[config.mk]
export PLATFORM = sky130hd
export DESIGN_NAME = sigma_delta_cic_decimator_mc_flat
export DESIGN_NICKNAME = d
export VERILOG_FILES = /design/src/rtl/sigma_delta_cic_decimator_mc_pkg.sv /design/src/rtl/sigma_delta_cic_decimator_mc_if.sv /design/src/rtl/sigma_delta_cic_decimator_mc_fifo.sv /design/src/rtl/sigma_delta_cic_decimator_mc.sv /design/src/flat_wrapper.sv
export SDC_FILE = /design/constraint.sdc
export NUM_CORES = 1
export LEC_CHECK = 0
export ABC_CLOCK_PERIOD_IN_PS = 3950
export CAP_MARGIN = 20
export CORE_MARGIN = 10
export CORE_UTILIZATION = 46
export CTS_CLUSTER_DIAMETER = 120
export DETAILED_ROUTE_END_ITERATION = 7
export HOLD_SLACK_MARGIN = 0.05
export SLEW_MARGIN = 40
export SYNTH_ARGS = -nofsm -noshare
export SYNTH_HDL_FRONTEND = slang
export SYNTH_SLANG_ARGS = --single-unit
[constraint.sdc]
create_clock -name clk -period 3.95 [get_ports clk]
set_input_delay 0.9875 -clock clk [delete_from_list [all_inputs] [get_ports clk]]
set_output_delay 0.9875 -clock clk [all_outputs]
set_load 0.1 [all_outputs]
[src/rtl/sigma_delta_cic_decimator_mc_pkg.sv]
// sigma_delta_pkg
// Shared definitions for the multi-channel sigma-delta CIC decimator:
//   - comb_state_t : states of the time-multiplexed comb engine
//   - min_wdth()   : smallest accumulator width that holds BOSR**STGS
//   - chan_idx_w() : width of a channel index (at least one bit)
//   - CHAN_W       : channel-index width for the default channel count
package sigma_delta_pkg;

    typedef enum logic [1:0] {
        IDLE = 2'd0,
        COMB = 2'd1,
        PUSH = 2'd2
    } comb_state_t;

    // One extra bit beyond STGS*log2(BOSR) so full scale (BOSR**STGS) is representable.
    function automatic int min_wdth(input int stgs, input int bosr);
        return stgs * $clog2(bosr) + 1;
    endfunction

    function automatic int chan_idx_w(input int chan);
        return (chan > 1) ? $clog2(chan) : 1;
    endfunction

    localparam int DEFAULT_CHAN = 4;
    localparam int CHAN_W       = chan_idx_w(DEFAULT_CHAN);

endpackage

[src/rtl/sigma_delta_cic_decimator_mc_if.sv]
// sigma_delta_cic_decimator_mc_if
// Output stream of the decimator.
//   dec_data     : unsigned decimated sample
//   dec_chan     : channel index of dec_data
//   dec_valid    : FIFO head valid
//   dec_ready    : consumer accepts head when dec_valid && dec_ready
//   dec_overflow : sticky, a word was dropped
// master = decimator side, slave = consumer side.
interface sigma_delta_cic_decimator_mc_if
    import sigma_delta_pkg::*;
#(
    parameter int WDTH = 18,
    parameter int CW   = CHAN_W
);
    logic [WDTH-1:0] dec_data;
    logic [CW-1:0]   dec_chan;
    logic            dec_valid;
    logic            dec_ready;
    logic            dec_overflow;

    modport master (
        output dec_data,
        output dec_chan,
        output dec_valid,
        output dec_overflow,
        input  dec_ready
    );

    modport slave (
        input  dec_data,
        input  dec_chan,
        input  dec_valid,
        input  dec_overflow,
        output dec_ready
    );
endinterface

[src/rtl/sigma_delta_cic_decimator_mc_fifo.sv]
// sigma_delta_sync_fifo
// Single-clock show-ahead FIFO. The head word is presented on rd_data while
// rd_valid is high and leaves when rd_ready is also high.
//   clk, rst : clock, synchronous active-high reset
//   wr_en    : write wr_data (ignored while full)
//   full     : no free entry
//   rd_valid : head word present
//   rd_ready : consumer takes head word
//   rd_data  : head word
module sigma_delta_sync_fifo #(
    parameter int WDTH  = 8,
    parameter int DEPTH = 4
) (
    input  logic            clk,
    input  logic            rst,
    input  logic            wr_en,
    input  logic [WDTH-1:0] wr_data,
    output logic            full,
    output logic            rd_valid,
    input  logic            rd_ready,
    output logic [WDTH-1:0] rd_data
);
    localparam int AW = $clog2(DEPTH);

    logic [WDTH-1:0] mem [DEPTH];
    logic [AW:0]     wr_ptr;
    logic [AW:0]     rd_ptr;
    logic            do_wr;
    logic            do_rd;

    // Pointers carry one wrap bit so full and empty are distinguishable.
    assign full     = (wr_ptr[AW] != rd_ptr[AW]) && (wr_ptr[AW-1:0] == rd_ptr[AW-1:0]);
    assign rd_valid = (wr_ptr != rd_ptr);
    assign rd_data  = mem[rd_ptr[AW-1:0]];
    assign do_wr    = wr_en && !full;
    assign do_rd    = rd_valid && rd_ready;

    always_ff @(posedge clk) begin
        if (rst) begin
            wr_ptr <= '0;
            rd_ptr <= '0;
            for (int i = 0; i < DEPTH; i++) begin
                mem[i] <= '0;
            end
        end else begin
            if (do_wr) begin
                mem[wr_ptr[AW-1:0]] <= wr_data;
                wr_ptr              <= wr_ptr + 1'b1;
            end
            if (do_rd) begin
                rd_ptr <= rd_ptr + 1'b1;
            end
        end
    end
endmodule

[src/rtl/sigma_delta_cic_decimator_mc.sv]
// sigma_delta_cic_decimator_mc
// CHAN parallel 1-bit sigma-delta streams -> WDTH-bit unsigned PCM at 1/BOSR
// of the bit rate. Per-channel integrator cascades run in parallel; one comb
// engine is shared by all channels; results leave through a valid/ready FIFO.
//   clk    : bit clock
//   rst    : synchronous active-high reset
//   bit_en : pdm_in valid this cycle
//   pdm_in : one bit per channel (1 -> +1, 0 -> 0)
//   dec    : output stream (data, channel, valid/ready, sticky overflow)
module sigma_delta_cic_decimator_mc
    import sigma_delta_pkg::*;
#(
    parameter int BOSR       = 256,
    parameter int STGS       = 2,
    parameter int CHAN       = 4,
    parameter int WDTH       = 2 + STGS * $clog2(BOSR),
    parameter int FIFO_DEPTH = 4
) (
    input  logic                 clk,
    input  logic                 rst,
    input  logic                 bit_en,
    input  logic [CHAN-1:0]      pdm_in,
    sigma_delta_cic_decimator_mc_if.master dec
);
    localparam int CW    = chan_idx_w(CHAN);
    localparam int CNT_W = $clog2(BOSR);
    localparam int STG_W = (STGS > 1) ? $clog2(STGS) : 1;
    localparam int FRM_W = $clog2(STGS + 1);

    if (WDTH < min_wdth(STGS, BOSR)) begin : g_err_wdth
        $error("WDTH is too small for BOSR**STGS");
    end
    if (BOSR < CHAN * (STGS + 1) + 2) begin : g_err_bosr
        $error("BOSR too small for the shared comb engine to finish every channel");
    end
    if (BOSR < 2 || (BOSR & (BOSR - 1)) != 0) begin : g_err_pow2
        $error("BOSR must be a power of two >= 2");
    end
    if (STGS < 1 || STGS > 5) begin : g_err_stgs
        $error("STGS must be 1..5");
    end
    if (FIFO_DEPTH < 2 || (FIFO_DEPTH & (FIFO_DEPTH - 1)) != 0) begin : g_err_depth
        $error("FIFO_DEPTH must be a power of two >= 2");
    end

    logic [WDTH-1:0]  integ      [CHAN][STGS];
    logic [WDTH-1:0]  integ_next [CHAN][STGS];
    logic [WDTH-1:0]  snap       [CHAN];
    logic [WDTH-1:0]  delay      [CHAN][STGS];
    logic [WDTH-1:0]  acc_q;
    logic [WDTH-1:0]  comb_in;
    logic [WDTH-1:0]  comb_out;
    logic [CNT_W-1:0] cnt_q;
    logic [FRM_W-1:0] frm_q;
    logic             boundary;
    logic             suppress;
    logic             ovf_q;

    comb_state_t      state_q, state_d;
    logic [CW-1:0]    ch_q, ch_d;
    logic [STG_W-1:0] stg_q, stg_d;
    logic             comb_en;
    logic             push;
    logic             last_push;

    logic             fifo_wr;
    logic             fifo_full;
    logic [CW+WDTH-1:0] fifo_rd_data;

    assign boundary = bit_en && (cnt_q == CNT_W'(BOSR - 1));
    assign suppress = (frm_q < FRM_W'(STGS));
    assign fifo_wr  = push && !suppress && !fifo_full;

    // Cascaded integrators: each stage adds the previous stage's pre-update value.
    always_comb begin
        for (int c = 0; c < CHAN; c++) begin
            integ_next[c][0] = integ[c][0] + WDTH'(pdm_in[c]);
            for (int k = 1; k < STGS; k++) begin
                integ_next[c][k] = integ[c][k] + integ[c][k-1];
            end
        end
    end

    always_ff @(posedge clk) begin
        if (rst) begin
            for (int c = 0; c < CHAN; c++) begin
                for (int k = 0; k < STGS; k++) begin
                    integ[c][k] <= '0;
                end
            end
        end else if (bit_en) begin
            integ <= integ_next;
        end
    end

    // Decimation counter and snapshot; the snapshot takes the post-update
    // value so the boundary bit is part of the frame. A boundary that lands
    // while the comb engine is busy is dropped rather than corrupting it.
    always_ff @(posedge clk) begin
        if (rst) begin
            cnt_q <= '0;
            for (int c = 0; c < CHAN; c++) begin
                snap[c] <= '0;
            end
        end else begin
            if (bit_en) begin
                cnt_q <= cnt_q + 1'b1;
            end
            if (boundary && state_q == IDLE) begin
                for (int c = 0; c < CHAN; c++) begin
                    snap[c] <= integ_next[c][STGS-1];
                end
            end
        end
    end

    // Comb FSM state register.
    always_ff @(posedge clk) begin
        if (rst) begin
            state_q <= IDLE;
            ch_q    <= '0;
            stg_q   <= '0;
        end else begin
            state_q <= state_d;
            ch_q    <= ch_d;
            stg_q   <= stg_d;
        end
    end

    // Comb FSM: STGS comb cycles then one PUSH cycle per channel.
    always_comb begin
        state_d   = state_q;
        ch_d      = ch_q;
        stg_d     = stg_q;
        comb_en   = 1'b0;
        push      = 1'b0;
        last_push = 1'b0;
        case (state_q)
            IDLE: begin
                if (boundary) begin
                    state_d = COMB;
                    ch_d    = '0;
                    stg_d   = '0;
                end
            end
            COMB: begin
                comb_en = 1'b1;
                if (stg_q == STG_W'(STGS - 1)) begin
                    state_d = PUSH;
                end else begin
                    stg_d = stg_q + 1'b1;
                end
            end
            PUSH: begin
                push  = 1'b1;
                stg_d = '0;
                if (ch_q == CW'(CHAN - 1)) begin
                    state_d   = IDLE;
                    last_push = 1'b1;
                end else begin
                    ch_d    = ch_q + 1'b1;
                    state_d = COMB;
                end
            end
            default: state_d = IDLE;
        endcase
    end

    // Stage 0 reads the channel snapshot; later stages chain through acc_q.
    assign comb_in  = (stg_q == '0) ? snap[ch_q] : acc_q;
    assign comb_out = comb_in - delay[ch_q][stg_q];

    always_ff @(posedge clk) begin
        if (rst) begin
            acc_q <= '0;
            for (int c = 0; c < CHAN; c++) begin
                for (int k = 0; k < STGS; k++) begin
                    delay[c][k] <= '0;
                end
            end
        end else if (comb_en) begin
            delay[ch_q][stg_q] <= comb_in;
            acc_q              <= comb_out;
        end
    end

    // Settling frame count and sticky overflow.
    always_ff @(posedge clk) begin
        if (rst) begin
            frm_q <= '0;
            ovf_q <= 1'b0;
        end else begin
            if (last_push && suppress) begin
                frm_q <= frm_q + 1'b1;
            end
            if ((push && !suppress && fifo_full) || (boundary && state_q != IDLE)) begin
                ovf_q <= 1'b1;
            end
        end
    end

    sigma_delta_sync_fifo #(
        .WDTH  (CW + WDTH),
        .DEPTH (FIFO_DEPTH)
    ) u_fifo (
        .clk      (clk),
        .rst      (rst),
        .wr_en    (fifo_wr),
        .wr_data  ({ch_q, acc_q}),
        .full     (fifo_full),
        .rd_valid (dec.dec_valid),
        .rd_ready (dec.dec_ready),
        .rd_data  (fifo_rd_data)
    );

    assign dec.dec_chan     = fifo_rd_data[CW+WDTH-1 -: CW];
    assign dec.dec_data     = fifo_rd_data[WDTH-1:0];
    assign dec.dec_overflow = ovf_q;

endmodule

[src/flat_wrapper.sv]
// flat-port wrapper written by rule: the top's interface ports become plain ports
module sigma_delta_cic_decimator_mc_flat import sigma_delta_pkg::*;
#(
    parameter int BOSR       = 256,
    parameter int STGS       = 2,
    parameter int CHAN       = 4,
    parameter int WDTH       = 2 + STGS * $clog2(BOSR),
    parameter int FIFO_DEPTH = 4
)
  (clk, rst, bit_en, pdm_in, dec_dec_data, dec_dec_chan, dec_dec_valid, dec_dec_overflow, dec_dec_ready);
  sigma_delta_cic_decimator_mc_if #(.WDTH(WDTH), .CW((chan_idx_w(CHAN)))) dec_i ();
  input  logic clk;
  input  logic rst;
  input  logic bit_en;
  input  logic [CHAN-1:0] pdm_in;
  output wire logic [$bits(dec_i.dec_data)-1:0] dec_dec_data;
  output wire logic [$bits(dec_i.dec_chan)-1:0] dec_dec_chan;
  output wire logic [$bits(dec_i.dec_valid)-1:0] dec_dec_valid;
  output wire logic [$bits(dec_i.dec_overflow)-1:0] dec_dec_overflow;
  input wire logic [$bits(dec_i.dec_ready)-1:0] dec_dec_ready;
  assign dec_dec_data = dec_i.dec_data;
  assign dec_dec_chan = dec_i.dec_chan;
  assign dec_dec_valid = dec_i.dec_valid;
  assign dec_dec_overflow = dec_i.dec_overflow;
  assign dec_i.dec_ready = dec_dec_ready;
  sigma_delta_cic_decimator_mc #(.BOSR(BOSR), .STGS(STGS), .CHAN(CHAN), .WDTH(WDTH), .FIFO_DEPTH(FIFO_DEPTH)) u_core (.clk(clk), .rst(rst), .bit_en(bit_en), .pdm_in(pdm_in), .dec(dec_i));
endmodule
==> results.cfg <==
[status]
status = finished, final reports clean

[detailed_routing]
met2_length_mm = 29.08
drt-met1-wl_mm = 26.06
detail-route-antenna-nets = 0
via_count = 16760
vias_per_cell = 5.643
wl_mm = 59.83
highest_layer = met4
dr.pass1.iters = 5
drtIter0Drc = 1298
drc_errors = 0
wl_per_cell_um = 20.14
wl_met3_mm = 2.985

[yosys]
synth-seq-area-share_pct = 52.04
syn_area_per_cell_um2 = 11.06
syn_area_um2 = 24310
synth_cell_types = 77
netlist.top_cell.by_area = edfxtp_1
synthArstFlopShare_pct = 0
synth_seq_cells = 484
synth_commonest_cells = nor2_1, edfxtp_1, dfxtp_1
synth_flop_cell = edfxtp_1
synth_most_common_cell = nor2_1
synth_edf_count = 296
syn_nets = 2312
yosysWarnings = 0
synth_area_leaders = edfxtp_1, dfxtp_1, mux4_2, nor2_1, ha_1
synth_cells = 2199
synth_top_area_share_pct = 36.56

[critical_path]
arrival_ns = 4.17
reg2reg_to = u_core.acc_q[16]
setup.worst_path.start_class = register
required_ns = 4.44
cp-end-kind = register
r2r.worst_path.cells = 12
reg2reg_slack_ns = 0.27
crit_path_max_fanout = 14
crit_type = register to register

[timing]
post-route-period-util_pct = 93.17
fin_skew_ns = 0.02336
rsz0062_at_grt = no
slew_violations = 0
max_slew.worst_pin.slew_ns = 0.6983
min_period_ns = 3.680
clock.fmax_mhz = 271.7
final-setup-viol-count = 0
relSlewSlack_pct = 53.33
fin_setup_tns_ns = 0
hold_violations = 0
fin_ws_ns = 0.2697
whs_ns = 0.4707

[clocking]
cts_resized = 0
numCtsBuffers = 53
htreeDepth = 2
root_buffer = clkbuf_16
clk_latency_ns = 0.61
clock_path_buffers = 3
postCtsHoldBufs = 0
cts_setup_buffers = 0
clkTransAtPathRegs_ns = 0.06
cts_tree = done
clock_sinks = 484

[global_routing]
grt_use_total_pct = 18.98
grt_pass1_wl_mm = 95.04
grt_pass1_vias = 16890
grt.overflow.total = 0
grt_max_degree = 110
antenna_found_initial = 0

[placed_design]
place_congestion = 0.8710
portBuffers = 29
dp_hpwl_mm = 41.15
place_area_um2 = 25530
dp_slack_ns = 0.3332

[min_path]
hold_path.class = register to register
min_to = u_core.dec.dec_overflow
holdCritStartpoint = u_core.dec.dec_overflow
hold_depth = 2

[layout]
fillers = 4579
register_area_um2 = 12660
fin_area_um2 = 27310
syn2layout_area_growth_pct = 12.35
multi_input_area_um2 = 11090
drive_gt1_share_pct = 12.09
antenna_cells = 0
nets = 2352

[power]
powerDensity_nw_per_um2 = 412.6
power.leakage_nw = 10.15
finalPower_mw = 11.27
ir_worst_vdd_v = 0.0002987

[floorplanning]
die-area_um2 = 62450
die_h_um = 249.9
ios = 30
initial_core_util_pct = 46.36
core_um2 = 52450
std_cell_rows = 84
die_w_um = 249.9

[run]
cap_viol_max_count = 0
[per-stage QoR]
step                      utilization, %  instances
after detailed placement           48.68       2872
after global routing               52.08       2970
after floorplan                        -       2199
after global placement             48.69       2872
final                              52.08       2970
after CTS                          52.07       2970
[cells in the final DEF, fill, tap and decap left out, drive strengths merged, types with 74 or more instances in the layout]
cell,n
mux4,74
nor2,369
buf,93
and2,93
edfxtp,296
nand2,147
ha,100
xor2,81
dfxtp,188
a21oi,105
[kinds of logic after synthesis]
kind of cell	count (synthesis)	synth area share, %
xor gates and xnor gates	140	5.105
muxes	141	9.644
AOI/OAI and AO/OA	334	8.919
adders and majority gates	105	5.558
DFF	484	52.04
buffers and inverters	150	2.403
and+or+nand+nor	845	16.33
[critical path, stage by stage, from the launching register on]
cell and delay, ns:
dfxtp_4 0.53, mux4_2 0.56, mux2i_1 0.19, ha_1 0.20, inv_1 0.06, fa_1 0.41
a21o_1 0.20, a21o_1 0.23, a2111oi_0 0.52, nor2_1 0.18, a31oi_1 0.23, xnor2_1 0.08
a22o_1 0.18
[layer usage]
metal / vias up / track usage [%]
met4: 0 / 5.922
met2: 419 / 32.15
met1: 8162 / 24.41
met5: - / 0
met3: 95 / 3.088
li1: 8085 / -
[sequential cells by signal (all words and copies together), names as in the netlist, named ones only]
name / count
u_core.acc_q: 18
u_core.u_fifo.mem: 80
u_core.cnt_q: 8
u_core.frm_q: 2
u_core.u_fifo.rd_ptr: 3
u_core.delay: 144
u_core.stg_q: 1
u_core.ch_q: 2
u_core.snap: 72
u_core.dec.dec_overflow: 1
u_core.u_fifo.wr_ptr: 3
u_core.integ: 144
u_core.state_q: 2
[layout make-up]
| cell class | instances | share of cell area, % |
|---|---|---|
| clock buffer | 66 | 5.186 |
| clock inverter | 32 | 1.333 |
| inverter | 37 | 0.5085 |
| multi-input combinational | 1565 | 40.60 |
| sequential | 484 | 46.34 |
| tap | 688 | 3.152 |
| timing repair buffer | 98 | 2.881 |
[worst max path at each step]
stage,to
2_1_floorplan,u_core.acc_q[13]
3_3_place_gp,u_core.acc_q[10]
3_5_place_dp,u_core.acc_q[10]
4_1_cts,u_core.acc_q[16]
5_1_grt,u_core.acc_q[10]
6_report,u_core.acc_q[16]
[power breakdown]
| group | switching (mW) | internal, mW |
|---|---|---|
| Sequential | 0.0779 | 5.52 |
| Combinational | 0.425 | 0.211 |
| Clock | 2.03 | 3.01 |
No activity file was read; power rests on OpenSTA's default activity.
